<file path="src/rtl/smem_req_arbiter.sv">
// Shared-memory request arbiter.
// Grants one requester's lane batch at a time in round-robin order and holds
// the grant until every valid lane of that batch has been accepted. The
// requester index is appended to the tag in the LSBs, so a response can be
// routed straight back to its requester without any storage.
module smem_req_arbiter #(
  parameter int NUM_INPUTS    = 2,
  parameter int NUM_REQS      = 4,
  parameter int WORD_SIZE     = 4,
  parameter int ADDR_WIDTH    = 30,
  parameter int TAG_IN_WIDTH  = 10,
  parameter int SEL_BITS      = $clog2(NUM_INPUTS),
  parameter int TAG_OUT_WIDTH = TAG_IN_WIDTH + SEL_BITS,
  parameter int PERF_CTR_BITS = 44
) (
  input  logic                                         clk,
  input  logic                                         reset,
  input  logic [NUM_INPUTS*NUM_REQS-1:0]               in_req_valid,
  input  logic [NUM_INPUTS*NUM_REQS-1:0]               in_req_rw,
  input  logic [NUM_INPUTS*NUM_REQS*ADDR_WIDTH-1:0]    in_req_addr,
  input  logic [NUM_INPUTS*NUM_REQS*WORD_SIZE-1:0]     in_req_byteen,
  input  logic [NUM_INPUTS*NUM_REQS*8*WORD_SIZE-1:0]   in_req_data,
  input  logic [NUM_INPUTS*TAG_IN_WIDTH-1:0]           in_req_tag,
  output logic [NUM_INPUTS*NUM_REQS-1:0]               in_req_ready,
  output logic [NUM_REQS-1:0]                          out_req_valid,
  output logic [NUM_REQS-1:0]                          out_req_rw,
  output logic [NUM_REQS*ADDR_WIDTH-1:0]               out_req_addr,
  output logic [NUM_REQS*WORD_SIZE-1:0]                out_req_byteen,
  output logic [NUM_REQS*8*WORD_SIZE-1:0]              out_req_data,
  output logic [NUM_REQS*TAG_OUT_WIDTH-1:0]            out_req_tag,
  input  logic [NUM_REQS-1:0]                          out_req_ready,
  input  logic                                         out_rsp_valid,
  input  logic [NUM_REQS-1:0]                          out_rsp_tmask,
  input  logic [NUM_REQS*8*WORD_SIZE-1:0]              out_rsp_data,
  input  logic [TAG_OUT_WIDTH-1:0]                     out_rsp_tag,
  output logic                                         out_rsp_ready,
  output logic [NUM_INPUTS-1:0]                        in_rsp_valid,
  output logic [NUM_INPUTS*NUM_REQS-1:0]               in_rsp_tmask,
  output logic [NUM_INPUTS*NUM_REQS*8*WORD_SIZE-1:0]   in_rsp_data,
  output logic [NUM_INPUTS*TAG_IN_WIDTH-1:0]           in_rsp_tag,
  input  logic [NUM_INPUTS-1:0]                        in_rsp_ready,
  output logic [PERF_CTR_BITS-1:0]                     perf_stalls
);

  localparam int DATA_W = 8 * WORD_SIZE;

  if (NUM_INPUTS < 2) begin : g_bad_cfg
    $error("smem_req_arbiter: NUM_INPUTS must be at least 2");
  end

  typedef enum logic {IDLE, LOCKED} state_t;

  state_t                    state_q, state_d;
  logic [SEL_BITS-1:0]       rr_ptr, rr_ptr_d;
  logic [SEL_BITS-1:0]       lock_idx, lock_idx_d;
  logic [NUM_REQS-1:0]       pend_mask, pend_mask_d;
  logic [PERF_CTR_BITS-1:0]  perf_cnt;

  logic [NUM_INPUTS-1:0]     any_valid;
  logic [2*NUM_INPUTS-1:0]   any_valid_dbl;
  logic [NUM_INPUTS-1:0]     rotated;
  logic                      grant_found;
  logic [SEL_BITS:0]         grant_off;
  logic [SEL_BITS:0]         grant_sum;
  logic [SEL_BITS-1:0]       grant;
  logic [SEL_BITS-1:0]       owner;
  logic                      active;
  logic [NUM_REQS-1:0]       owner_valid;
  logic [NUM_REQS-1:0]       drive_mask;
  logic [TAG_IN_WIDTH-1:0]   owner_tag;
  logic [SEL_BITS:0]         stall_cnt;
  logic [SEL_BITS-1:0]       rsp_sel;

  // Index after idx, wrapping at NUM_INPUTS (not at a power of two).
  function automatic logic [SEL_BITS-1:0] wrap_inc(input logic [SEL_BITS-1:0] idx);
    if (idx == SEL_BITS'(NUM_INPUTS - 1)) begin
      return '0;
    end
    return idx + 1'b1;
  endfunction

  // Per-requester "has at least one valid lane" summary.
  always_comb begin
    any_valid = '0;
    for (int i = 0; i < NUM_INPUTS; i++) begin
      any_valid[i] = |in_req_valid[i*NUM_REQS +: NUM_REQS];
    end
    any_valid_dbl = {any_valid, any_valid};
    rotated       = NUM_INPUTS'(any_valid_dbl >> rr_ptr);
  end

  // Round-robin pick: first active requester at or after rr_ptr, with wrap.
  always_comb begin
    grant_found = 1'b0;
    grant_off   = '0;
    for (int k = NUM_INPUTS - 1; k >= 0; k--) begin
      if (rotated[k]) begin
        grant_found = 1'b1;
        grant_off   = (SEL_BITS+1)'(k);
      end
    end
    grant_sum = {1'b0, rr_ptr} + grant_off;
    if (grant_sum >= (SEL_BITS+1)'(NUM_INPUTS)) begin
      grant_sum = grant_sum - (SEL_BITS+1)'(NUM_INPUTS);
    end
    grant = grant_sum[SEL_BITS-1:0];
  end

  // Owner of the port this cycle and the lane mask actually presented downstream.
  always_comb begin
    owner       = (state_q == LOCKED) ? lock_idx : grant;
    active      = (state_q == LOCKED) || grant_found;
    owner_valid = '0;
    for (int i = 0; i < NUM_INPUTS; i++) begin
      if (owner == SEL_BITS'(i)) begin
        owner_valid = in_req_valid[i*NUM_REQS +: NUM_REQS];
      end
    end
    if (reset || !active) begin
      drive_mask = '0;
    end else if (state_q == LOCKED) begin
      drive_mask = pend_mask;
    end else begin
      drive_mask = owner_valid;
    end
  end

  // Request mux toward shared memory and ready fan-back to the owner only.
  always_comb begin
    out_req_valid  = drive_mask;
    out_req_rw     = '0;
    out_req_addr   = '0;
    out_req_byteen = '0;
    out_req_data   = '0;
    owner_tag      = '0;
    in_req_ready   = '0;
    for (int i = 0; i < NUM_INPUTS; i++) begin
      if (owner == SEL_BITS'(i)) begin
        out_req_rw     = in_req_rw[i*NUM_REQS +: NUM_REQS];
        out_req_addr   = in_req_addr[i*NUM_REQS*ADDR_WIDTH +: NUM_REQS*ADDR_WIDTH];
        out_req_byteen = in_req_byteen[i*NUM_REQS*WORD_SIZE +: NUM_REQS*WORD_SIZE];
        out_req_data   = in_req_data[i*NUM_REQS*DATA_W +: NUM_REQS*DATA_W];
        owner_tag      = in_req_tag[i*TAG_IN_WIDTH +: TAG_IN_WIDTH];
        in_req_ready[i*NUM_REQS +: NUM_REQS] = drive_mask & out_req_ready;
      end
    end
    out_req_tag = {NUM_REQS{{owner_tag, owner}}};
  end

  // Number of requesters waiting with valid lanes while someone else owns the port.
  always_comb begin
    stall_cnt = '0;
    for (int i = 0; i < NUM_INPUTS; i++) begin
      if (any_valid[i] && !(active && (owner == SEL_BITS'(i)))) begin
        stall_cnt = stall_cnt + 1'b1;
      end
    end
  end

  // Next-state: release on full acceptance, otherwise lock the remaining lanes.
  always_comb begin
    state_d     = state_q;
    rr_ptr_d    = rr_ptr;
    lock_idx_d  = lock_idx;
    pend_mask_d = pend_mask;
    case (state_q)
      IDLE: begin
        if (grant_found) begin
          if ((owner_valid & ~out_req_ready) == '0) begin
            rr_ptr_d = wrap_inc(grant);
          end else begin
            state_d     = LOCKED;
            lock_idx_d  = grant;
            pend_mask_d = owner_valid & ~out_req_ready;
          end
        end
      end
      LOCKED: begin
        pend_mask_d = pend_mask & ~out_req_ready;
        if (pend_mask_d == '0) begin
          state_d  = IDLE;
          rr_ptr_d = wrap_inc(lock_idx);
        end
      end
      default: state_d = IDLE;
    endcase
  end

  // State registers; reset abandons any batch in flight.
  always_ff @(posedge clk) begin
    if (reset) begin
      state_q   <= IDLE;
      rr_ptr    <= '0;
      lock_idx  <= '0;
      pend_mask <= '0;
      perf_cnt  <= '0;
    end else begin
      state_q   <= state_d;
      rr_ptr    <= rr_ptr_d;
      lock_idx  <= lock_idx_d;
      pend_mask <= pend_mask_d;
      perf_cnt  <= perf_cnt + PERF_CTR_BITS'(stall_cnt);
    end
  end

  assign perf_stalls = perf_cnt;

  // Response demux: the tag LSBs select the requester; payload is broadcast.
  always_comb begin
    rsp_sel       = out_rsp_tag[SEL_BITS-1:0];
    in_rsp_valid  = '0;
    out_rsp_ready = 1'b0;
    for (int i = 0; i < NUM_INPUTS; i++) begin
      if (rsp_sel == SEL_BITS'(i)) begin
        in_rsp_valid[i] = out_rsp_valid;
        out_rsp_ready   = in_rsp_ready[i];
      end
    end
    in_rsp_tmask = {NUM_INPUTS{out_rsp_tmask}};
    in_rsp_data  = {NUM_INPUTS{out_rsp_data}};
    in_rsp_tag   = {NUM_INPUTS{out_rsp_tag[TAG_OUT_WIDTH-1:SEL_BITS]}};
  end

  // A locked requester must keep every pending lane valid until it is taken.
  a_hold_pending: assert property (@(posedge clk) disable iff (reset)
    (state_q == LOCKED) |-> ((owner_valid & pend_mask) == pend_mask));

  // Responses must carry a requester index that exists.
  a_rsp_sel_range: assert property (@(posedge clk) disable iff (reset)
    out_rsp_valid |-> ({1'b0, rsp_sel} < (SEL_BITS+1)'(NUM_INPUTS)));

endmodule
</file>
<file path="config.mk">
export PLATFORM = sky130hd
export DESIGN_NAME = smem_req_arbiter
export DESIGN_NICKNAME = d
export VERILOG_FILES = /design/src/rtl/smem_req_arbiter.sv
export SDC_FILE = /design/constraint.sdc
export NUM_CORES = 1
export LEC_CHECK = 0
export CORE_AREA = 2 2 530 532
export CTS_BUF_LIST = sky130_fd_sc_hd__clkbuf_4
export CTS_CLUSTER_DIAMETER = 30
export DETAILED_ROUTE_END_ITERATION = 16
export DIE_AREA = 0 0 532 534
export SYNTH_ARGS = -nofsm -noshare
export SYNTH_HDL_FRONTEND = slang
export SYNTH_SLANG_ARGS = --single-unit
</file>
<file path="constraint.sdc">
create_clock -name clk -period 6.3 [get_ports clk]
set_input_delay 1.575 -clock clk [delete_from_list [all_inputs] [get_ports clk]]
set_output_delay 1.575 -clock clk [all_outputs]
set_load 0.1 [all_outputs]
</file>
==> results of run 1 <==
## tightest hold or removal path: cells and delay by family, from the launching register on
kind	cells	cell delay, ns
flops	1	0.37
compound gates	2	0.14
## stage by stage
step	utilization	setup slack, ns	cell area, um^2
finish	0.0883	0.0783	24600
global route	0.0882	0.0329	24600
CTS	0.0880	0.00447	24500
detailed placement	0.0874	-0.399	24300
global placement	0.0874	-0.397	24300
floorplan	-	0.431	8550
## synth_stat cells (2+ instances only)
master	count	area share
a21oi_1	16	0.0094
a22oi_1	4	0.0035
a31oi_1	2	0.0015
a32o_1	4	0.0047
and2_1	8	0.0059
and3_1	12	0.0088
and4_1	5	0.0051
buf_1	2	0.00088
buf_2	34	0.020
buf_4	321	0.28
buf_6	11	0.014
clkbuf_1	25	0.011
dfxtp_1	51	0.12
ha_1	3	0.0044
inv_1	12	0.0053
nand2_1	853	0.37
nand3_1	22	0.013
nand4_1	15	0.011
nor2_1	40	0.018
nor2b_1	8	0.0059
nor3_1	4	0.0023
nor4_1	6	0.0044
o21a_1	3	0.0026
o21ai_0	17	0.010
or3_1	10	0.0073
or4_1	3	0.0026
xnor2_1	5	0.0051
xor2_1	24	0.025
## layer usage
metal / track usage / part of all wire / up-vias / wire, um
li1: - / - / 5809 / -
met1: 0.117 / 0.29 / 5891 / 59500
met2: 0.229 / 0.46 / 1050 / 94900
met3: 0.143 / 0.23 / 259 / 46900
met4: 0.0328 / 0.026 / 26 / 5380
met5: 0 / 0.00083 / - / 172
## power by group through the flow
stage / Sequential, mW / Clock (mW) / Combinational [mW]
after floorplan: 0.413 / 0 / 8.38
after global placement: 0.375 / 0 / 15.4
after detailed placement: 0.373 / 0 / 15.3
after CTS: 0.367 / 0.182 / 15.4
after global routing: 0.372 / 0.195 / 15.6
final: 0.368 / 0.177 / 15.0
## path summary, 6_finish.rpt
check                           slack (ns)                       start  depth (start not counted)                          to
worst min register to register        0.53  perf_stalls[33]$_SDFF_PP0_                          2  perf_stalls[33]$_SDFF_PP0_
worst max-delay path                  0.08             in_req_valid[2]                          9            out_req_data[56]
worst max register to register        2.17          state_q$_SDFF_PP0_                         12  perf_stalls[30]$_SDFF_PP0_
worst min-delay path                  0.53  perf_stalls[33]$_SDFF_PP0_                          2  perf_stalls[33]$_SDFF_PP0_
## logic make-up (layout without fill, tap and decap cells)
| group | after synthesis | count (layout) | synth area share |
|---|---|---|---|
| AND/OR/NAND/NOR | 991 | 991 | 0.465 |
| buffers and inverters | 406 | 1081 | 0.334 |
| AO/OA/AOI/OAI | 57 | 57 | 0.0425 |
| flip-flops | 51 | 51 | 0.119 |
| XOR/XNOR | 29 | 29 | 0.0297 |
| adder cells (fa/ha/maj) | 5 | 5 | 0.00805 |
| multiplexers | 1 | 1 | 0.00132 |
| other | 0 | 22 | 0 |
## repair_timing
action | 4_1_cts | 5_1_grt
setup buffers | 0 | 0
cloned | 0 | 1
endpoints found under the setup margin | 27 | 24
gates resized for setup | 33 | 5
## area by class of cell
cell class	instances	area, um^2
flip-flops and latches	51	1020
clock buffers	5	37.5
clock inverters	3	26.3
well taps	3724	4660
inverters	13	61.3
diodes	22	55.1
fillers	32469	254000
multi-input cells	1083	4790
repair buffers	1060	13900
## sequential cells by signal (all words and copies together), names as in the netlist
signal / count
lock_idx: 1
pend_mask: 4
perf_stalls: 44
rr_ptr: 1
state_q: 1
==> impl_metrics.ini, run 1 <==
[outcome]
status = finished clean

[critical_path]
crit_fanout = 62
critPathRequiredTime_ns = 4.72
end_kind = output pin
crit_arrival_ns = 4.65
slowest_stage = or4_1
worstSetupPathType = in2out
max_stage_delay_ns = 0.59
cp_num_buf_inv = 4
critPathLaunchType = input port
worstPathCellList = clkdlybuf4s50_1 -> or4_1 -> maj3_2 -> o21a_4 -> buf_12 -> nand2_1 -> buf_4 -> nand2_1 -> buf_12
cpLargestDelayFamily = buffers and inverters

[timing]
fin_skew_ns = 0.0246
fmax_mhz = 161
final_max_slew_viol_count = 0
worst_pin_slew_ns = 1.15
setup_tns_ns = 0
rsz0062_at_grt = false
setup_viol = 0
hold_slack_ns = 0.532
slew_headroom = 0.234
finalCritPeriodShare = 0.988
final_hold_viol_count = 0
min_period_ns = 6.22

[yosys]
synth.yosys.seq_area_share = 0.119
synthesis.nets = 2260
synthFlopType = dfxtp_1
synth_edf_count = 0
syn_area_per_cell_um2 = 5.55
synth_warnings = 0
ys_async_sr_fraction = 0
synthCells = 1540
netlist_area_um2 = 8550
yosys_register_bits = 51
yosysUniqueCellTypes = 48

[pwr]
switching_share = 0.698
power.density_nw_per_um2 = 631
seq_power_share = 0.024
p_leak_nw = 9.49
p_clk_frac = 0.011
ir_drop_mv = 0.394
finalPower_mw = 15.5
internal_power_mw = 4.68
comb_power_share = 0.965
p_sw_mw = 10.8

[place]
place_inst = 5930
place_congestion = 0.939
dp_hpwl_um = 197000
numPortBuffers = 944

[clock_network]
worstSkewPairLatency_ns = 0.44
clockRootBuffer = clkbuf_4
cts_made_buffers = 5
h-tree-depth = 2
cts_buffer_depth = 2
cts_num_sinks = 51
ctsHoldBuffers = 0
tritoncts = yes
clkTransAtPathRegs_ns = 0.16

[die]
dieArea_um2 = 284000
design.core.area_um2 = 278000
pin_count = 1371
dieWidth_um = 532
die_h_um = 534
row_count = 194
start_util = 0.0307

[min_path]
hold_class = reg2reg

[layout]
layout_common_cells = nand2_1 (828), clkdlybuf4s50_1 (616), buf_12 (352), buf_4 (88), dfxtp_1 (51)
synthToLayoutAreaGrowth_pct = 188
final_common_cell = nand2_1
drive_gt1_frac = 0.219
stdcell_count = 5961
nets = 2934

[routing]
wirelength_um = 207000
remaining_drc_errors = 0
wl_per_cell_um = 34.7
drt_first_pass_iters = 5
vias = 13035
routed_via_density = 2.19
drt_iter0_drc = 750
ant_nets = 0

[global_route]
grt_max_degree = 63
overflow = 0
grt_pass1_vias = 13462
gr-usage-all-layers = 0.140
grt_pass1_wl_um = 236000
grt_antenna_before_repair = 63

[job]
cap_violations = 0
(Power assumes the default switching activity.)
==> run 2, diff against run 1 <==
--- a/config.mk
+++ b/config.mk
@@ -10,6 +10,7 @@
 export CTS_CLUSTER_DIAMETER = 30
 export DETAILED_ROUTE_END_ITERATION = 16
 export DIE_AREA = 0 0 532 534
+export PLACE_DENSITY_LB_ADDON = 0.25
 export SYNTH_ARGS = -nofsm -noshare
 export SYNTH_HDL_FRONTEND = slang
 export SYNTH_SLANG_ARGS = --single-unit
==> impl_metrics.ini, run 2 (synthesis gave the netlist of run 1 again) <==
[routing]
wl_met2_um = 78200
drt_iter0_drc = 672
vias = 12653
top_layer_used = met5
wirelength_um = 178000
drt_first_pass_iters = 4
wl_met1_um = 62700
remaining_drc_errors = 0
ant_nets = 0
met3_length_um = 33400
routed_via_density = 2.14
wl_per_cell_um = 30.0

[critical_path]
r2r_start = rr_ptr$_SDFFE_PP0P_
critPathRequiredTime_ns = 4.72
critPathLaunchType = input port
r2r_end = perf_stalls[36]$_SDFF_PP0_
end_kind = output pin
r2r_cells = 15
worstSetupPathType = in2out
cp-endpoint = out_req_addr[111]
crit_arrival_ns = 4.66
crit_fanout = 37
r2r_slack_ns = 2.18
setup.worst_path.start = in_req_valid[2]

[layout]
multi_input_area_um2 = 4790
layout_common_cells = nand2_1 (824), clkdlybuf4s50_1 (617), buf_12 (354), buf_4 (59), dfxtp_1 (51)
final-seq-area_um2 = 1020
synthToLayoutAreaGrowth_pct = 184
nFillCells = 32511
largest_reg_flops = 44
stdcell_area_um2 = 24300
drive_gt1_frac = 0.209
stdcell_count = 5921
final_common_cell = nand2_1
fin_util = 0.0873
nets = 2904

[clock_network]
cts_buffer_depth = 2
cts_resized = 31
tritoncts = yes
worstSkewPairLatency_ns = 0.41
cts_setup_buffers = 0
h-tree-depth = 2
cts_num_sinks = 51
clkTransAtPathRegs_ns = 0.16
ctsHoldBuffers = 0
cts_made_buffers = 5
clockRootBuffer = clkbuf_4

[timing]
worst_pin_slew_ns = 1.15
final_max_slew_viol_count = 0
slew_headroom = 0.233
fmax_mhz = 160
finalCritPeriodShare = 0.989
min_period_ns = 6.23
setup_viol = 0
fin_skew_ns = 0.0149
rsz0062_at_grt = false
fin_ws_ns = 0.0684
final_hold_viol_count = 0

[global_route]
gr-usage-all-layers = 0.120
grt_pass1_wl_um = 208000
grt_pass1_vias = 13158
grt_antenna_before_repair = 42
grt_max_degree = 59
overflow = 0

[die]
row_count = 194
design.core.area_um2 = 278000
dieArea_um2 = 284000
pin_count = 1371
dieWidth_um = 532
die_h_um = 534
start_util = 0.0307

[job]
cap_violations = 0

[place]
dp_hpwl_um = 168000
numPortBuffers = 944
dp_slack_ns = -0.326
place_area_um2 = 24100
place_inst = 5902
place_congestion = 0.922

[min_path]
hold_class = reg2reg
min_path_cells = 2

[pwr]
p_leak_nw = 9.34
power.density_nw_per_um2 = 623
ir_drop_mv = 0.340

[outcome]
status = finished clean
-- run 2: cell count changes in the layout (fill, tap and decap cells not counted), sizes merged --
cell,previous run,this run
buf,443,413
clkdlybuf4s50,616,617
clkinv,2,1
clkinvlp,0,1
diode,22,12
inv,14,13
-- run 2: worst min path at each step --
stage	startpoint	slack [ns]	to
finish	perf_stalls[41]$_SDFF_PP0_	0.54	perf_stalls[41]$_SDFF_PP0_
CTS	perf_stalls[4]$_SDFF_PP0_	0.54	perf_stalls[4]$_SDFF_PP0_
floorplan	pend_mask[2]$_SDFFE_PP0P_	0.49	pend_mask[2]$_SDFFE_PP0P_
global route	perf_stalls[43]$_SDFF_PP0_	0.57	perf_stalls[43]$_SDFF_PP0_
global placement	perf_stalls[5]$_SDFF_PP0_	0.50	perf_stalls[5]$_SDFF_PP0_
detailed placement	perf_stalls[41]$_SDFF_PP0_	0.51	perf_stalls[41]$_SDFF_PP0_
-- run 2: through the flow --
stage	hold slack, ns	total power [mW]	TNS, ns
finish	0.536	15.2	0
global route	0.569	15.8	0
CTS	0.537	15.6	0
detailed placement	0.508	15.4	-7.42
global placement	0.504	15.5	-10.29
floorplan	0.490	8.79	0
-- run 2: report_power, final --
part | internal, mW | switching [mW]
Clock | 0.0476 | 0.118
Combinational | 4.19 | 10.4
Sequential | 0.341 | 0.0264
-- run 2: area by class of cell --
type | count | area share
diodes | 12 | 0.00123
flip-flops and latches | 51 | 0.0420
multi-input cells | 1083 | 0.197
clock inverters | 2 | 0.000515
repair buffers | 1030 | 0.564
clock buffers | 6 | 0.00185
well taps | 3724 | 0.192
inverters | 13 | 0.00232
-- run 2: layer usage --
layer / vias up / global-route usage
met3: 189 / 0.101
met5: - / 0
met2: 986 / 0.188
met1: 5734 / 0.124
li1: 5738 / -
met4: 6 / 0.0188
-- run 2: worst max-delay path, cell delays in order --
cell and delay [ns]:
clkdlybuf4s50_1 0.50, or4_1 0.62, maj3_2 0.38, o21a_4 0.27
buf_12 0.17, nand2_1 0.23, buf_12 0.13, nand2_1 0.29
buf_12 0.30
